<file path="config.mk">
export PLATFORM = sky130hd
export DESIGN_NAME = paddle_input_ctrl_flat
export DESIGN_NICKNAME = d
export VERILOG_FILES = /design/src/rtl/paddle_input_ctrl_if.sv /design/src/rtl/paddle_input_ctrl.sv /design/src/flat_wrapper.sv
export SDC_FILE = /design/constraint.sdc
export NUM_CORES = 1
export LEC_CHECK = 0
export BUFFER_PORTS_ARGS = -buffer_cell sky130_fd_sc_hd__buf_2
export CORE_ASPECT_RATIO = 1.75
export CORE_MARGIN = 2
export CORE_UTILIZATION = 35
export CTS_CLUSTER_DIAMETER = 150
export CTS_CLUSTER_SIZE = 25
export DETAILED_ROUTE_END_ITERATION = 6
export PLACE_DENSITY_LB_ADDON = 0.2
export SLEW_MARGIN = 20
export SYNTH_ARGS = -nofsm -noshare
export SYNTH_HDL_FRONTEND = slang
export SYNTH_SLANG_ARGS = --single-unit
export TNS_END_PERCENT = 30
</file>
<file path="constraint.sdc">
create_clock -name clk -period 1.9 [get_ports clk]
set_input_delay 0.285 -clock clk [delete_from_list [all_inputs] [get_ports clk]]
set_output_delay 0.285 -clock clk [all_outputs]
set_load 0.005 [all_outputs]
</file>
<file path="src/rtl/paddle_input_ctrl_if.sv">
// paddle_input_ctrl_if: groups the raw button and tick inputs with the conditioned swing outputs.
//   btn_left, btn_right : raw player buttons (asynchronous, bouncing)
//   game_tick           : one-cycle strobe per game step
//   LeftSw, RightSw     : swing windows driven to the game core
//   left_ready,
//   right_ready         : channel idle, next press starts a swing
// master drives the buttons and tick; slave (the controller) drives the swing and ready outputs.
interface paddle_input_ctrl_if;
   logic btn_left;
   logic btn_right;
   logic game_tick;
   logic LeftSw;
   logic RightSw;
   logic left_ready;
   logic right_ready;

   modport master (
      output btn_left, btn_right, game_tick,
      input  LeftSw, RightSw, left_ready, right_ready
   );

   modport slave (
      input  btn_left, btn_right, game_tick,
      output LeftSw, RightSw, left_ready, right_ready
   );
endinterface

</file>
<file path="src/rtl/paddle_input_ctrl.sv">
// paddle_input_ctrl: turns the two raw player buttons into time-limited swing windows.
// Each channel runs a 2-flop synchroniser, a debouncer and a swing FSM
// (IDLE -> SWING -> WAIT_RELEASE [-> COOLDOWN] -> IDLE).
// Optional feature macro: PADDLE_COOLDOWN_EN adds the post-release COOLDOWN lockout.
// Ports:
//   clk    : system clock, rising edge
//   rst_n  : asynchronous active-low reset
//   bus    : paddle_input_ctrl_if.slave (buttons, game_tick in; LeftSw/RightSw, ready out)
module paddle_input_ctrl #(
   parameter int unsigned DEBOUNCE_CYCLES = 250000,
   parameter int unsigned SWING_TICKS     = 2,
   parameter int unsigned COOLDOWN_TICKS  = 3
) (
   input  logic                  clk,
   input  logic                  rst_n,
   paddle_input_ctrl_if.slave    bus
);

   localparam int unsigned DB_W     = $clog2(DEBOUNCE_CYCLES) + 1;
   localparam int unsigned TICK_MAX = (SWING_TICKS > COOLDOWN_TICKS) ? SWING_TICKS : COOLDOWN_TICKS;
   localparam int unsigned TICK_W   = $clog2(TICK_MAX) + 1;

   typedef enum logic [1:0] {
      ST_IDLE         = 2'd0,
      ST_SWING        = 2'd1,
      ST_WAIT_RELEASE = 2'd2
`ifdef PADDLE_COOLDOWN_EN
      ,
      ST_COOLDOWN     = 2'd3
`endif
   } state_t;

   for (genvar ch = 0; ch < 2; ch++) begin : g_ch
      logic              btn_raw;
      logic              sync1_q;
      logic              sync2_q;
      logic              db_q;
      logic [DB_W-1:0]   db_cnt_q;
      state_t            state_q;
      state_t            state_d;
      logic [TICK_W-1:0] tick_q;
      logic [TICK_W-1:0] tick_d;
      logic              sw_q;
      logic              sw_d;
      logic              ready_q;
      logic              ready_d;

      // channel 0 is the left player, channel 1 the right player
      if (ch == 0) begin : g_left
         assign btn_raw        = bus.btn_left;
         assign bus.LeftSw     = sw_q;
         assign bus.left_ready = ready_q;
      end else begin : g_right
         assign btn_raw         = bus.btn_right;
         assign bus.RightSw     = sw_q;
         assign bus.right_ready = ready_q;
      end

      // synchroniser and debouncer: level must disagree for DEBOUNCE_CYCLES cycles to flip
      always_ff @(posedge clk or negedge rst_n) begin
         if (!rst_n) begin
            sync1_q  <= 1'b0;
            sync2_q  <= 1'b0;
            db_q     <= 1'b0;
            db_cnt_q <= '0;
         end else begin
            sync1_q <= btn_raw;
            sync2_q <= sync1_q;
            if (sync2_q == db_q) begin
               db_cnt_q <= '0;
            end else if (db_cnt_q == DB_W'(DEBOUNCE_CYCLES - 1)) begin
               db_q     <= sync2_q;
               db_cnt_q <= '0;
            end else begin
               db_cnt_q <= db_cnt_q + DB_W'(1);
            end
         end
      end

      // swing FSM next state; a tick only counts once the registered state is already in place
      always_comb begin
         state_d = state_q;
         tick_d  = tick_q;
         case (state_q)
            ST_IDLE: begin
               if (db_q) state_d = ST_SWING;
            end
            ST_SWING: begin
               if (tick_q == TICK_W'(SWING_TICKS)) state_d = ST_WAIT_RELEASE;
               else if (bus.game_tick)             tick_d  = tick_q + TICK_W'(1);
            end
            ST_WAIT_RELEASE: begin
`ifdef PADDLE_COOLDOWN_EN
               if (!db_q) state_d = ST_COOLDOWN;
`else
               if (!db_q) state_d = ST_IDLE;
`endif
            end
`ifdef PADDLE_COOLDOWN_EN
            ST_COOLDOWN: begin
               if (tick_q == TICK_W'(COOLDOWN_TICKS)) state_d = ST_IDLE;
               else if (bus.game_tick)                tick_d  = tick_q + TICK_W'(1);
            end
`endif
            default: state_d = ST_IDLE;
         endcase
         // every state entry starts its tick count from zero
         if (state_d != state_q) tick_d = '0;
         sw_d    = (state_d == ST_SWING);
         ready_d = (state_d == ST_IDLE);
      end

      // state, tick counter and registered outputs
      always_ff @(posedge clk or negedge rst_n) begin
         if (!rst_n) begin
            state_q <= ST_IDLE;
            tick_q  <= '0;
            sw_q    <= 1'b0;
            ready_q <= 1'b1;
         end else begin
            state_q <= state_d;
            tick_q  <= tick_d;
            sw_q    <= sw_d;
            ready_q <= ready_d;
         end
      end
   end

endmodule

</file>
<file path="src/flat_wrapper.sv">
// flat-port wrapper written by rule: the top's interface ports become plain ports
module paddle_input_ctrl_flat 
#(
   parameter int unsigned DEBOUNCE_CYCLES = 250000,
   parameter int unsigned SWING_TICKS     = 2,
   parameter int unsigned COOLDOWN_TICKS  = 3
)
  (clk, rst_n, bus_btn_left, bus_btn_right, bus_game_tick, bus_LeftSw, bus_RightSw, bus_left_ready, bus_right_ready);
  paddle_input_ctrl_if bus_i ();
  input  logic clk;
  input  logic rst_n;
  input wire logic [$bits(bus_i.btn_left)-1:0] bus_btn_left;
  input wire logic [$bits(bus_i.btn_right)-1:0] bus_btn_right;
  input wire logic [$bits(bus_i.game_tick)-1:0] bus_game_tick;
  output wire logic [$bits(bus_i.LeftSw)-1:0] bus_LeftSw;
  output wire logic [$bits(bus_i.RightSw)-1:0] bus_RightSw;
  output wire logic [$bits(bus_i.left_ready)-1:0] bus_left_ready;
  output wire logic [$bits(bus_i.right_ready)-1:0] bus_right_ready;
  assign bus_i.btn_left = bus_btn_left;
  assign bus_i.btn_right = bus_btn_right;
  assign bus_i.game_tick = bus_game_tick;
  assign bus_LeftSw = bus_i.LeftSw;
  assign bus_RightSw = bus_i.RightSw;
  assign bus_left_ready = bus_i.left_ready;
  assign bus_right_ready = bus_i.right_ready;
  paddle_input_ctrl #(.DEBOUNCE_CYCLES(DEBOUNCE_CYCLES), .SWING_TICKS(SWING_TICKS), .COOLDOWN_TICKS(COOLDOWN_TICKS)) u_core (.clk(clk), .rst_n(rst_n), .bus(bus_i));
endmodule
</file>
* After elaboration in Yosys (flattened, before gate mapping)
Cells that the tools add are included.
** Cells by class
- Reductions and logical operators :: 12
- Bitwise operators :: 2
- Add/sub/neg operators :: 4
- Equality and inequality tests :: 16
- Mux-type cells :: 20
** Operators by type and width (count)
- $mux 19 :: 4
- $add 19x1->19 const B :: 2
- $eq 19x18->1 const B :: 2
- $mux 3 :: 8
- $mux 2 :: 6
- $pmux 2 s3 :: 2
- $eq 2x1->1 const B :: 4
- $logic_not 2->1 :: 4
- $reduce_bool 2->1 :: 4
- $add 3x1->3 const B :: 2
- $eq 3x2->1 const B :: 2
- $reduce_and 3->1 :: 2
- $eq 2x2->1 const B :: 2
- $ne 2x2->1 :: 2
- $ne 2x2->1 const B :: 2
- $reduce_and 2->1 :: 2
- $eq 1x1->1 :: 2
- $not 1->1 :: 2
** Word-level totals
- Flip-flop bits (word level) :: 58
- Output and inout bits :: 4
- Logic and storage cells :: 70

* Longest topological paths before layout
- Depth after elaboration :: 6
- Mapped depth :: 6
- Mapped depth without buffers :: 6

* Least setup slack after synthesis
No wires, ideal clock.
- Path kind :: reg-to-reg
- Start :: register u_core.g_ch[1].db_cnt_q[0]
- End :: register u_core.g_ch[1].db_cnt_q[10]
- Setup time :: 0.121 ns
- Arrival time :: 1.540 ns
- Stages on the path, launching flop included :: 7
- Buffers on the path :: 1
- Required time :: 1.779 ns
- Setup slack :: 0.239 ns
- Cells stage by stage :: dfrtp_1 -> ha_1 -> and3_1 -> nand4_1 -> o21ai_2 -> buf_2 -> nor2_1
** On the way
- Word-level cells in the longest chain between the ends :: 3
** RTL lines
- from (decl) :: RTL line paddle_input_ctrl.sv:38 : logic [DB_W-1:0] db_cnt_q;
- from (signal assigned) :: RTL line paddle_input_ctrl.sv:75 : db_cnt_q <= db_cnt_q + DB_W'(1);
- $add 19x1->19 / $eq 19x18->1 (equally long branches) :: RTL line paddle_input_ctrl.sv:75, paddle_input_ctrl.sv:71
- $mux 19 * :: RTL line paddle_input_ctrl.sv:71 : end else if (db_cnt_q == DB_W'(DEBOUNCE_CYCLES - 1)) begin
- $mux 19 * :: RTL line paddle_input_ctrl.sv:69 : if (sync2_q == db_q) begin
Every way passes the cells marked *; elsewhere a longest branch is shown, timed or not.
A chain may end at the register's enable or synchronous reset.

* Final worst setup path
- Start :: register u_core.g_ch[0].db_cnt_q[0]
- End :: register u_core.g_ch[0].db_cnt_q[18]
** On the way
- Word-level cells in the longest chain between the ends :: 3
** RTL lines (RTL line)
- from (decl) :: paddle_input_ctrl.sv:38
- from (signal assigned) :: paddle_input_ctrl.sv:75
- $add 19x1->19 / $eq 19x18->1 (equally long branches) :: paddle_input_ctrl.sv:75, paddle_input_ctrl.sv:71
- $mux 19 * :: paddle_input_ctrl.sv:71
- $mux 19 * :: paddle_input_ctrl.sv:69
Marks and branches as above.

==> results.yml <==
run_status:
  status: "completed"
die:
  coreArea_mm2: 0.00786
  fp.dieArea_mm2: 0.00882
  initial_core_util_pct: 35.9
  rows: 43
  io_pins: 9
  die_w_um: 71.8
  die_y_um: 123
placement:
  place_congestion: 0.771
  io_buffers: 8
  place_inst: 377
  dp_hpwl_mm: 3.84
timing:
  setup_violations: 0
  relSlewSlack_pct: 75.2
  layout_min_cycle_time_ns: 1.72
  hold_slack_ns: 0.0704
  finalCritPeriodShare_pct: 90.4
  hold_viol: 0
  worst_pin_slew_ns: 0.369
  grt_setup_unrepaired: "false"
  finClkSkew_ns: 0.00550
  max_freq_mhz: 582
  final_max_slew_viol_count: 0
  tns_ns: 0
worst_setup_path:
  cp_slowest_cell: "dfrtp_1"
  crit_type: "flop to flop"
  worstSetupEndpointType: "flop"
  path_cells: "ha_1 > nand3_1 > nor4_2 > buf_4 > mux2i_1 > nor3_1"
  cpPeakStageDelay_ns: 0.42
  path_max_fanout: 4
  cp.required_ns: 2.10
  crit_path_start_kind: "flop"
  worstPathArrival_ns: 1.92
power:
  vdd_drop_max_mv: 0.661
  p_leak_nw: 1.46
  powerDensity_mw_per_mm2: 889
clock_network:
  clkSlewWorstSetupHoldPaths_ns: 0.05
  numCtsBuffers: 9
  ctsResizeCount: 0
  cts_setup_buffers: 0
  cts_root_buf: "clkbuf_16"
  cts.sinks: 58
  htreeDepth: 3
  clockBufferDepth: 2
  cts_tree: "yes"
  clock_latency_ns: 0.32
yosys:
  yosysWarnings: 0
  synthDistinctLibCells: 40
  synth_top_area_cell: "dfrtp_1"
  synth_edf_count: 0
  async_flop_share_pct: 100
  synth_nets: 279
  ys_seq_area_share_pct: 51.6
  ys_top_cells_by_area: "dfrtp_1 50%, xnor2_1 8.7%, nor2_1 5.7%"
  synth_top_area_share_pct: 49.7
  synth_flop_cell: "dfrtp_1"
  synth_area_mm2: 0.00282
  synth_area_per_cell_um2: 10.5
  ys_seq_elements: 58
  netlist_instances: 268
detailed_routing:
  drt_iter0_drc: 92
  drt-pass1-iter-count: 4
  wl_mm: 5.37
  drc: 0
  vias_per_cell: 5.05
  wl_per_cell_um: 13.7
  postRouteAntennaNets: 0
  vias: 1984
final_layout:
  area_delta_synth_final_pct: 21.5
  diodes: 0
  layout.cells.non_filler: 393
  drive_gt1_share_pct: 18.2
  nNetsFinal: 310
global_routing:
  globalRoute.totalOverflow: 0
  antenna_found_initial: 0
  grt_max_degree: 59
  grt.total_usage_pct: 14.5
  grt_pass1_wl_mm: 9.65
  grt_pass1_vias: 2132
hold_path:
  hold_class: "input port to flop"
flow_run:
  max_cap_viol_count: 0
power breakdown:
part	switching, mW	internal, mW	leakage, nW
sequential	0.0177	1.25	0.789
combinational	0.0492	0.0272	0.513
clock	0.515	1.18	0.161
flip-flops by register name, summed over array words and instances (netlist names):
register,flops
u_core.g_ch.sync2_q,2
u_core.g_ch.state_q,4
u_core.g_ch.sync1_q,2
u_core.g_ch.db_cnt_q,38
u_core.bus.left_ready,1
u_core.bus.right_ready,1
u_core.bus.LeftSw,1
u_core.g_ch.tick_q,6
u_core.g_ch.db_q,2
u_core.bus.RightSw,1
through the flow:
| stage | setup WS (ns) | total power [mW] | utilization (%) | cell area (um^2) |
|---|---|---|---|---|
| 2_1_floorplan | 0.239 | 1.32 | - | 2820 |
| 4_1_cts | 0.123 | 3.10 | 43.6 | 3430 |
| 6_report | 0.182 | 3.05 | 43.6 | 3430 |
| 3_5_place_dp | 0.162 | 1.37 | 39.4 | 3090 |
| 5_1_grt | 0.0162 | 3.18 | 43.6 | 3430 |
| 3_3_place_gp | 0.169 | 1.37 | 39.4 | 3090 |
metal layers:
metal / share of wire (%) / vias to the layer above / track usage (%)
li1: - / 996 / -
met1: 39 / 961 / 14.8
met2: 57 / 22 / 26.0
met3: 2.7 / 5 / 4.68
met4: 1.6 / 0 / 7.08
met5: 0 / - / 0
path summary, 6_finish.rpt:
kind	from	to	slack, ns	cells after the start
min in group asynchronous	rst_n	u_core.g_ch[0].db_cnt_q[12]$_DFF_PN0_	0.50	3
worst max register to register	u_core.g_ch[0].db_cnt_q[0]$_DFF_PN0_	u_core.g_ch[0].db_cnt_q[18]$_DFF_PN0_	0.18	6
max in group asynchronous	rst_n	u_core.bus.right_ready$_DFF_PN1_	1.11	3
worst max-delay path	u_core.g_ch[0].db_cnt_q[0]$_DFF_PN0_	u_core.g_ch[0].db_cnt_q[18]$_DFF_PN0_	0.18	6
worst min register to register	u_core.g_ch[0].sync1_q$_DFF_PN0_	u_core.g_ch[0].sync2_q$_DFF_PN0_	0.35	0
worst min-delay path	bus_btn_left	u_core.g_ch[0].sync1_q$_DFF_PN0_	0.07	1
area by class of cell:
class	instances	area (um^2)
fillers	747	4430
flip-flops and latches	58	1450
multi-input cells	192	1290
clock buffers	14	294
repair buffers	24	188
well taps	90	113
inverters	14	52.6
clock inverters	1	30.0
worst max-delay path: cells and delay by family (launching register included):
kind                       cells  cell delay, ns
adders and majority gates      1            0.22
and+or+nand+nor                3            0.60
DFF                            1            0.42
buffers and inverters          1            0.19
muxes                          1            0.17
logic make-up after synthesis:
group | Yosys count | synth area share [%]
multiplexers | 5 | 1.86
AO/OA/AOI/OAI | 25 | 5.59
flip-flops | 58 | 51.6
buffers and inverters | 18 | 2.49
adder cells (fa/ha/maj) | 6 | 2.66
AND/OR/NAND/NOR | 121 | 24.9
XOR/XNOR | 35 | 10.9
timing repair:
action                                  in CTS  in global routing
endpoints found under the setup margin       0                  0
hold buffers                                 1                  0
hold endpoints to repair                    56                  0
synth_stat cells, types with 3 or more instances:
cell      count
dfrtp_1      56
nor2_1       43
xnor2_1      28
nand3_1      15
inv_1        14
nor3_1       11
nand2_1      10
o21ai_0       9
xor2_1        7
ha_1          6
nand4_1       6
nor4_1        6
nor4b_1       5
a211oi_1      4
a21oi_1       4
mux2i_1       3
or3_1         3
layout by cell type (no fill, tap or decap), types with 7 or more instances in the layout:
cell type / n
dfrtp_1: 56
nand3_1: 15
buf_4: 13
xor2_1: 7
clkbuf_16: 9
nand2_1: 10
buf_2: 8
nor2_1: 43
nor3_1: 11
o21ai_0: 9
xnor2_1: 28
inv_1: 14
Note: power is estimated with default switching activity, not from simulation.
